`src/rtl/sprite_pkg.sv`:
```
// Shared types and default geometry for the sprite blitter.
package sprite_pkg;

  localparam int unsigned SPR_W_DEF = 32;
  localparam int unsigned SPR_H_DEF = 32;
  localparam int unsigned FB_W_DEF  = 320;
  localparam int unsigned FB_H_DEF  = 240;
  localparam int unsigned COORD_W   = 10;
  localparam int unsigned FB_ADDR_W = 17;

  typedef enum logic [2:0] {
    IDLE,
    FETCH,
    WAIT,
    WRITE,
    DONE
  } state_e;

endpackage

```
`src/rtl/sprite_blitter_fb_addr_calc.sv`:
```
// Maps sprite row/col plus latched origin to a frame-buffer address and a clip flag.
module fb_addr_calc
  import sprite_pkg::*;
#(
  parameter int unsigned FB_W = FB_W_DEF,
  parameter int unsigned FB_H = FB_H_DEF
) (
  input  logic [COORD_W-1:0]   org_x,
  input  logic [COORD_W-1:0]   org_y,
  input  logic [COORD_W-1:0]   row,
  input  logic [COORD_W-1:0]   col,
  output logic [FB_ADDR_W-1:0] addr_c,
  output logic                 clip_c
);

  logic [COORD_W:0] x;
  logic [COORD_W:0] y;

  // One extra bit so positions past the frame edge never wrap back on screen.
  always_comb begin
    x      = (COORD_W+1)'(org_x) + (COORD_W+1)'(col);
    y      = (COORD_W+1)'(org_y) + (COORD_W+1)'(row);
    clip_c = (32'(x) >= FB_W) || (32'(y) >= FB_H);
    addr_c = FB_ADDR_W'(32'(y) * FB_W + 32'(x));
  end

endmodule

```
`src/rtl/sprite_blitter.sv`:
```
// Copies a palette-indexed sprite from ROM into the frame buffer, skipping
// transparent and off-screen pixels.
module sprite_blitter
  import sprite_pkg::*;
#(
  parameter int unsigned SPR_W  = SPR_W_DEF,
  parameter int unsigned SPR_H  = SPR_H_DEF,
  parameter int unsigned FB_W   = FB_W_DEF,
  parameter int unsigned FB_H   = FB_H_DEF,
  parameter int unsigned IDX_W  = 3,
  parameter int unsigned TRANSP = 0
) (
  input  logic                 vga_clk,
  input  logic                 reset,
  input  logic                 start,
  input  logic [COORD_W-1:0]   pos_x,
  input  logic [COORD_W-1:0]   pos_y,
  output logic                 busy,
  output logic                 done,
  output logic [9:0]           rom_address,
  input  logic [IDX_W-1:0]     rom_q,
  output logic                 fb_we,
  output logic [FB_ADDR_W-1:0] fb_addr,
  output logic [IDX_W-1:0]     fb_data,
  input  logic                 fb_ready
);

  state_e               state_q, state_d;
  logic [COORD_W-1:0]   org_x_q, org_x_d, org_y_q, org_y_d;
  logic [COORD_W-1:0]   row_q, row_d, col_q, col_d;
  logic [9:0]           rom_address_q, rom_address_d;
  logic [FB_ADDR_W-1:0] fb_addr_q, fb_addr_d;
  logic [IDX_W-1:0]     fb_data_q, fb_data_d;
  logic                 busy_q, busy_d, done_q, done_d, fb_we_q, fb_we_d;
  logic                 advance, last_pixel;
  logic [FB_ADDR_W-1:0] calc_addr_c;
  logic                 calc_clip_c;

  fb_addr_calc #(
    .FB_W(FB_W),
    .FB_H(FB_H)
  ) u_addr (
    .org_x (org_x_q),
    .org_y (org_y_q),
    .row   (row_q),
    .col   (col_q),
    .addr_c(calc_addr_c),
    .clip_c(calc_clip_c)
  );

  always_ff @(posedge vga_clk) begin
    if (reset) begin
      state_q       <= IDLE;
      org_x_q       <= '0;
      org_y_q       <= '0;
      row_q         <= '0;
      col_q         <= '0;
      rom_address_q <= '0;
      fb_addr_q     <= '0;
      fb_data_q     <= '0;
      busy_q        <= 1'b0;
      done_q        <= 1'b0;
      fb_we_q       <= 1'b0;
    end else begin
      state_q       <= state_d;
      org_x_q       <= org_x_d;
      org_y_q       <= org_y_d;
      row_q         <= row_d;
      col_q         <= col_d;
      rom_address_q <= rom_address_d;
      fb_addr_q     <= fb_addr_d;
      fb_data_q     <= fb_data_d;
      busy_q        <= busy_d;
      done_q        <= done_d;
      fb_we_q       <= fb_we_d;
    end
  end

  always_comb begin
    state_d       = state_q;
    org_x_d       = org_x_q;
    org_y_d       = org_y_q;
    row_d         = row_q;
    col_d         = col_q;
    rom_address_d = rom_address_q;
    fb_addr_d     = fb_addr_q;
    fb_data_d     = fb_data_q;
    advance       = 1'b0;
    last_pixel    = (row_q == COORD_W'(SPR_H - 1)) && (col_q == COORD_W'(SPR_W - 1));

    case (state_q)
      IDLE: begin
        if (start) begin
          org_x_d = pos_x;
          org_y_d = pos_y;
          row_d   = '0;
          col_d   = '0;
          state_d = FETCH;
        end
      end
      FETCH: state_d = WAIT;
      WAIT: begin
        if ((rom_q == IDX_W'(TRANSP)) || calc_clip_c) begin
          advance = 1'b1;
        end else begin
          fb_addr_d = calc_addr_c;
          fb_data_d = rom_q;
          state_d   = WRITE;
        end
      end
      WRITE: advance = fb_ready;
      DONE:  state_d = IDLE;
      default: state_d = IDLE;
    endcase

    // Raster-order step to the next sprite pixel, or finish after the last one.
    if (advance) begin
      if (last_pixel) begin
        state_d = DONE;
      end else begin
        state_d = FETCH;
        if (col_q == COORD_W'(SPR_W - 1)) begin
          col_d = '0;
          row_d = row_q + COORD_W'(1);
        end else begin
          col_d = col_q + COORD_W'(1);
        end
      end
    end

    // Outputs are registered, so they are derived from the state being entered.
    busy_d  = (state_d != IDLE);
    done_d  = (state_d == DONE);
    fb_we_d = (state_d == WRITE);
    if (state_d == FETCH) begin
      rom_address_d = 10'(32'(row_d) * SPR_W + 32'(col_d));
    end
  end

  assign busy        = busy_q;
  assign done        = done_q;
  assign fb_we       = fb_we_q;
  assign rom_address = rom_address_q;
  assign fb_addr     = fb_addr_q;
  assign fb_data     = fb_data_q;

endmodule

```
`config.mk`:
```
export PLATFORM = sky130hd
export DESIGN_NAME = sprite_blitter
export DESIGN_NICKNAME = d
export VERILOG_FILES = /design/src/rtl/sprite_pkg.sv /design/src/rtl/sprite_blitter_fb_addr_calc.sv /design/src/rtl/sprite_blitter.sv
export SDC_FILE = /design/constraint.sdc
export NUM_CORES = 1
export LEC_CHECK = 0
export ABC_CLOCK_PERIOD_IN_PS = 9900
export BUFFER_PORTS_ARGS = -buffer_cell sky130_fd_sc_hd__buf_2
export CAP_MARGIN = 20
export CORE_MARGIN = 3
export CORE_UTILIZATION = 40
export CTS_CLUSTER_SIZE = 28
export DETAILED_ROUTE_END_ITERATION = 8
export PLACE_DENSITY = 0.68
export SLEW_MARGIN = 20
export SYNTH_ARGS = -nofsm -noshare
export SYNTH_HDL_FRONTEND = slang
export SYNTH_SLANG_ARGS = --single-unit
export TNS_END_PERCENT = 1
```
`constraint.sdc`:
```
create_clock -name vga_clk -period 9.9 [get_ports vga_clk]
set_input_delay 0.495 -clock vga_clk [delete_from_list [all_inputs] [get_ports vga_clk]]
set_output_delay 0.495 -clock vga_clk [all_outputs]
set_load 0.1 [all_outputs]
```
Word level (Yosys, flattened, before mapping):

Index checks and enable logic that the tools add are counted.

* register bits after elaboration: 76
* input bits: 27
* output and inout bits: 33
* word-level logic and storage cells: 54

* add/sub/neg operators: 6
* multiply operators: 1
* order comparisons: 2
* equal/unequal tests: 8
* mux-type cells: 17
* bitwise gates (word level): 1
* reduce and logical (&&, ||, !) cells: 8

Operators by type and width (count)
* 2-to-1 mux 10 bit: 10
* adder 10 x 10 -> 11 bit: 2
* adder 10 x 1 -> 10 bit, second input constant: 2
* == test 10 x 5 -> 1 bit, second input constant: 2
* adder 17 x 11 -> 17 bit: 1
* 2-to-1 mux 3 bit: 4
* one-hot mux 3 bit (4 select lines): 1
* >= comparator 11 x 8 -> 1 bit, second input constant: 1
* >= comparator 11 x 9 -> 1 bit, second input constant: 1
* multiplier 11 x 3 -> 11 bit, second input constant: 1
* adder 10 bit: 1
* == test 3 x 2 -> 1 bit, second input constant: 3
* == test 3 x 1 -> 1 bit, second input constant: 2
* logical NOT 3 bit: 2
* AND reduction 2 bit: 2
* == test 3 bit, second input constant: 1
* nonzero test 3 bit: 1
* logical OR 1 bit: 2
* one-hot mux 1 bit (2 select lines): 1
* logical AND 1 bit: 1
* 2-to-1 mux 1 bit: 1
* inverter 1 bit: 1

Logic depth before layout (Yosys ltp):

* depth after elaboration: 8
* mapped depth: 21
* gate-level depth less buffers: 20

Cells and area by module:

Synthesis repeated with hierarchy kept, for this count alone.

* cell total of the unflattened synthesis: 594
* area total of the unflattened synthesis: 4819.6 µm²

Modules (own cells, without submodules)
* sprite_blitter: times used 1, cells each 398, area each 3224.3 µm², seq. area each 1521.5 µm²
* fb_addr_calc: times used 1, cells each 196, area each 1595.3 µm², seq. area each 0.0 µm²

Worst setup path after synthesis:

OpenSTA, ideal clock, no wires.

* path type: register -> register
* from: register col_q[0]
* to: register rom_address_q[9], in the netlist rom_address[9]
* library setup time: 0.086 ns
* data arrival time: 4.145 ns
* required time: 9.814 ns
* path slack: 5.670 ns
* stages on the path, launching flop included: 21
* path buffers: 1
* period minus slack after synthesis: 4.230 ns
* cells stage by stage: dfxtp_1 > ha_1 > fa_1 > a21oi_1 > nor3_1 > or3b_1 > o311ai_2 > o311a_2 > nand3_2 > buf_4 > nand2_1 > nor3_1 > o21ai_0 > nand2_1 > ha_1 > fa_1 > a21o_1 > a21oi_1 > xnor2_1 > xnor2_1 > a211oi_1

* cells in the longest elaborated chain, start to end: 8
* elaborated cells between the ends (all ways): 23
* those cells by class: add/sub (3); order compare (1); eq/ne (2); mux (14); reduce/logical (3)

RTL lines
* start, declared: RTL line sprite_blitter.sv:30 `logic [COORD_W-1:0] row_q, row_d, col_q, col_d;`
* start signal, assigned: RTL line sprite_blitter.sv:69 `col_q <= col_d;`
* adder 10 x 10 -> 11 bit: RTL line sprite_blitter_fb_addr_calc.sv:21 `x = (COORD_W+1)'(org_x) + (COORD_W+1)'(col);`
* >= comparator 11 x 9 -> 1 bit: RTL line sprite_blitter_fb_addr_calc.sv:23 `clip_c = (32'(x) >= FB_W) || (32'(y) >= FB_H);`
* logical OR 1 bit: RTL line sprite_blitter_fb_addr_calc.sv:23
* logical OR 1 bit: RTL line sprite_blitter.sv:103 `if ((rom_q == IDX_W'(TRANSP)) || calc_clip_c) begin`
* 2-to-1 mux 1 bit: RTL line sprite_blitter.sv:103
* one-hot mux 1 bit (2 select lines): RTL line sprite_blitter.sv:91 `case (state_q)`
* 2-to-1 mux 10 bit (*): RTL line sprite_blitter.sv:117 `if (advance) begin`
* via col_d[5]: RTL line sprite_blitter.sv:30
* adder 10 bit (*): RTL line sprite_blitter.sv:136 `rom_address_d = 10'(32'(row_d) * SPR_W + 32'(col_d));`
* end signal, assigned: RTL line sprite_blitter.sv:70 `rom_address_q <= rom_address_d;`
* end, declared: RTL line sprite_blitter.sv:31 `logic [9:0] rom_address_q, rom_address_d;`

Mark *: on every way through the listed nets, which the timed path passes. The rest lies on a longest branch.
A chain may end at the register's enable or synchronous reset.

Worst setup path in the final report:

Same ends and word-level chain as after synthesis.

==> metrics.md <==
| Metric | Value |
|---|---|
| Run status | complete, no violations |
| CTS Hold Buffers Added | 0 |
| Worst Reg-to-Reg Cells | 19 |
| Required time of the critical path | 10.15 ns |
| Sequential cell fraction of total power | 38.3% |
| Leftover overflow at the end of global routing | 0 |
| FP Rows | 39 |
| Clk sink count | 76 |
| Area growth, synth to finish | 14.47% |
| Number of buffers inserted by post-CTS setup repair | 0 |
| Wire length of the first global-routing pass | 20,130 um |
| Share of final-layout standard cells stronger than drive strength 1 | 17.58% |
| Final Instance Count excl. Fillers | 780 |
| Number of ports placed on the die boundary | 60 |
| Clk pwr share | 39.2% |
| Least setup slack across all paths after layout | 5.083 ns |
| Global placer's final weighted congestion | 0.8599 |
| Nature of the critical path endpoint | register |
| HPWL after DPL | 9102 um |
| Skew-Pair Late Insertion Delay | 0.34 ns |
| CTS clock-pin slew for the worst setup and hold paths | 0.06 ns |
| Setup clock skew after layout | 0.006265 ns |
| Number of antenna repair diodes | 0 |
| Crit share post-route | 48.65% |
| CP max FO | 11 |
| Static leakage | 0.002536 uW |
| Area taken by multi-input logic gates | 3194 um2 |
| Number of fillers in the final layout | 1,170 |
| Final setup vio count | 0 |
| Synthesis warning total | 0 |
| Total wirelength of the detailed-routed design | 12,030 um |
| Area share of the leading cell type in the synthesized netlist | 31.08% |
| Fmax | 207.6 MHz |
| Pre-CTS setup slack | 5.107 ns |
| Relative slew slack | 45.90% |
| Detail Route Antenna Nets | 0 |
| Vias in the first global route | 4,174 |
| Design internal power | 591.9 uW |
| DR vias | 4,316 |
| Peak VDD IR | 0.00009078 V |
| Number of instances in the synthesized netlist | 582 |
| Synthesis-stage register bit count | 76 |
| Dominant synthesized flop cell | sky130_fd_sc_hd__dfxtp_1 |
| Synth cell count leaders | 84 x sky130_fd_sc_hd__nand2_1, 76 x sky130_fd_sc_hd__dfxtp_1, 70 x sky130_fd_sc_hd__a21oi_1 |
| Height of the chip | 116.6 um |
| Library cell occupying the most area in the post-synthesis netlist | sky130_fd_sc_hd__dfxtp_1 |
| Layout Nets | 711 |
| Share of flip-flops with an asynchronous set or reset after synthesis | 0% |
| Number of buffers created by CTS | 9 |
| Total nets after synthesis | 660 |
| Top area cells in the synthesized netlist | sky130_fd_sc_hd__dfxtp_1 31%, sky130_fd_sc_hd__ha_1 12%, sky130_fd_sc_hd__a21oi_1 7.2% |
| Core box area | 11,710 um2 |
| Die boundary width | 116.6 um |
| Startpoint class of the critical path | register |
| Netlist area before placement | 4895 um2 |
| Final worst hold slack | 0.3865 ns |
| Antenna violations before repair | 0 |
| Setup TNS | 0 ns |
| # Max-Cap Violations | 0 |
| Area of the die | 13,600 um2 |
| Slew Viols, Final | 0 |
| Number of unique standard cell types used by synthesis | 66 |
| Classification of the worst-slack hold path | primary input to register |
| Largest net degree at the start of global routing | 77 |
| Maximum single-stage delay on the critical path | 0.43 ns |
| Mean Syn Cell Area | 8.410 um2 |
| Final number of hold-violating endpoints | 0 |
| Clock tree from TritonCTS | yes |
| Logic pwr share | 22.5% |
| Drt initial violations | 244 |
| First drt pass iteration count | 5 |
| Critical-path cell list | ha_1 > fa_1 > a21oi_1 > nor3_1 > or3b_1 > o311ai_2 > o311a_2 > nand3_2 > nand2_1 > nor3_1 > o21ai_0 > nand2_1 > ha_1 > fa_1 > a21o_1 > a21oi_1 > xnor2_1 > xnor2_1 > a211oi_1 |
| DR vias/cell | 5.533 |
| Number of flops mapped to enable cells by yosys | 0 |
| Part of the Yosys area used for sequential elements | 31.08% |
| Number of instances on the worst hold path | 3 |
| Cell area power density | 154.1 nW/um2 |
| Net switching fraction of the power | 31.46% |
| Per-cell routed wire length | 15.42 um |
| Total global-route track usage | 18.61% |
| Post-cts repair resize count | 0 |
| Cell with the largest stage delay on the worst path | sky130_fd_sc_hd__fa_1 |
| H-tree levels | 3 |
| Instance count after placement with tap cells included | 764 |
| Slew at the pin with the worst max-slew slack | 0.8115 ns |
| Type of the worst setup path | register to register |
| Residual DRC count | 0 |
| Sw power | 271.7 uW |
| Crit path time final | 4.817 ns |
| RSZ-0062 raised after global routing | no |
| Library cell used as clock root buffer | sky130_fd_sc_hd__clkbuf_16 |
| Dominant cell by count in the synthesized netlist | sky130_fd_sc_hd__nand2_1 |
| Starting density of the core | 41.79% |
| Number of port buffers | 59 |
| FF/Latch Area | 1521 um2 |
| Maximum number of buffers from clock root to sink | 2 |
| Critical Path AT | 5.06 ns |
## worst max-delay path: cells and delay by family, from the launching register on
family,cells,cell delay [ns]
AO/OA/AOI/OAI,7,1.54
AND/OR/NAND/NOR,6,1.28
adder cells (fa/ha/maj),4,1.29
XOR/XNOR,2,0.24
flip-flops,1,0.37
## through the flow
| step | util, % | cell area, um2 | power, uW |
|---|---|---|---|
| finish | 47.84 | 5603 | 863.6 |
| global route | 47.84 | 5603 | 902.1 |
| CTS | 47.71 | 5588 | 870.0 |
| detailed placement | 45.12 | 5284 | 529.0 |
| global placement | 45.12 | 5284 | 526.0 |
| floorplan | - | 4895 | 489.6 |
## layout make-up
cell class              instances  share of cell area (%)
multi-input cells             464                   57.01
flip-flops and latches         76                   27.16
repair buffers                 63                   5.940
clock buffers                  14                   4.891
well taps                     143                   3.193
inverters                      19                   1.273
clock inverters                 1                  0.5360
## power by group through the flow
stage	registers, uW	logic, uW	clock network (uW)
2_1_floorplan	382	108	0
3_3_place_gp	337	189	0
3_5_place_dp	337	192	0
4_1_cts	331	193	346
5_1_grt	332	212	357
6_report	331	195	338
## worst paths after layout
kind | startpoint | slack [ns] | endpoint
hold / removal | pos_x[1] | 0.39 | org_x_q[1]
setup reg to reg | col_q[0] | 5.08 | rom_address[9]
hold reg to reg | rom_address[0] | 0.46 | rom_address[0]
setup / recovery | col_q[0] | 5.08 | rom_address[9]
## state kept, by name, summed over array words and instances, names as in the netlist
| signal | flops |
|---|---|
| org_y_q | 10 |
| org_x_q | 10 |
| state_q | 3 |
| fb_data | 3 |
| fb_we | 1 |
| col_q | 10 |
| fb_addr | 17 |
| busy | 1 |
| row_q | 10 |
| rom_address | 10 |
| done | 1 |
## routing by layer
| metal | global-route usage (%) | up-vias | part of all wire [%] | wire, um |
|---|---|---|---|---|
| met3 | 4.922 | 10 | 5.4 | 645 |
| met1 | 24.32 | 2025 | 46 | 5584 |
| met5 | 0 | - | 0 | 0 |
| li1 | - | 2169 | - | - |
| met4 | 4.893 | 0 | 1.2 | 140 |
| met2 | 30.59 | 112 | 47 | 5656 |
## layout by cell type, fill, tap and decap left out, types with 10 or more instances in the layout
| master | instances |
|---|---|
| sky130_fd_sc_hd__a21o_1 | 15 |
| sky130_fd_sc_hd__a21oi_1 | 70 |
| sky130_fd_sc_hd__buf_2 | 59 |
| sky130_fd_sc_hd__dfxtp_1 | 76 |
| sky130_fd_sc_hd__ha_1 | 46 |
| sky130_fd_sc_hd__inv_1 | 19 |
| sky130_fd_sc_hd__nand2_1 | 84 |
| sky130_fd_sc_hd__nand3_1 | 14 |
| sky130_fd_sc_hd__nor2_1 | 32 |
| sky130_fd_sc_hd__nor2b_1 | 10 |
| sky130_fd_sc_hd__nor3_1 | 12 |
| sky130_fd_sc_hd__o21ai_0 | 24 |
| sky130_fd_sc_hd__xnor2_1 | 26 |
| sky130_fd_sc_hd__xor2_1 | 10 |
## kinds of logic (layout without fill, tap and decap cells)
| logic type | Yosys count | after routing | share of synthesized area, % |
|---|---|---|---|
| buffers and inverters | 42 | 97 | 3.783 |
| flip-flops | 76 | 76 | 31.08 |
| AO/OA/AOI/OAI | 152 | 152 | 20.42 |
| multiplexers | 7 | 7 | 1.432 |
| AND/OR/NAND/NOR | 217 | 217 | 22.70 |
| XOR/XNOR | 37 | 37 | 6.774 |
| adder cells (fa/ha/maj) | 51 | 51 | 13.80 |
Note: power is estimated with default switching activity, not from simulation.
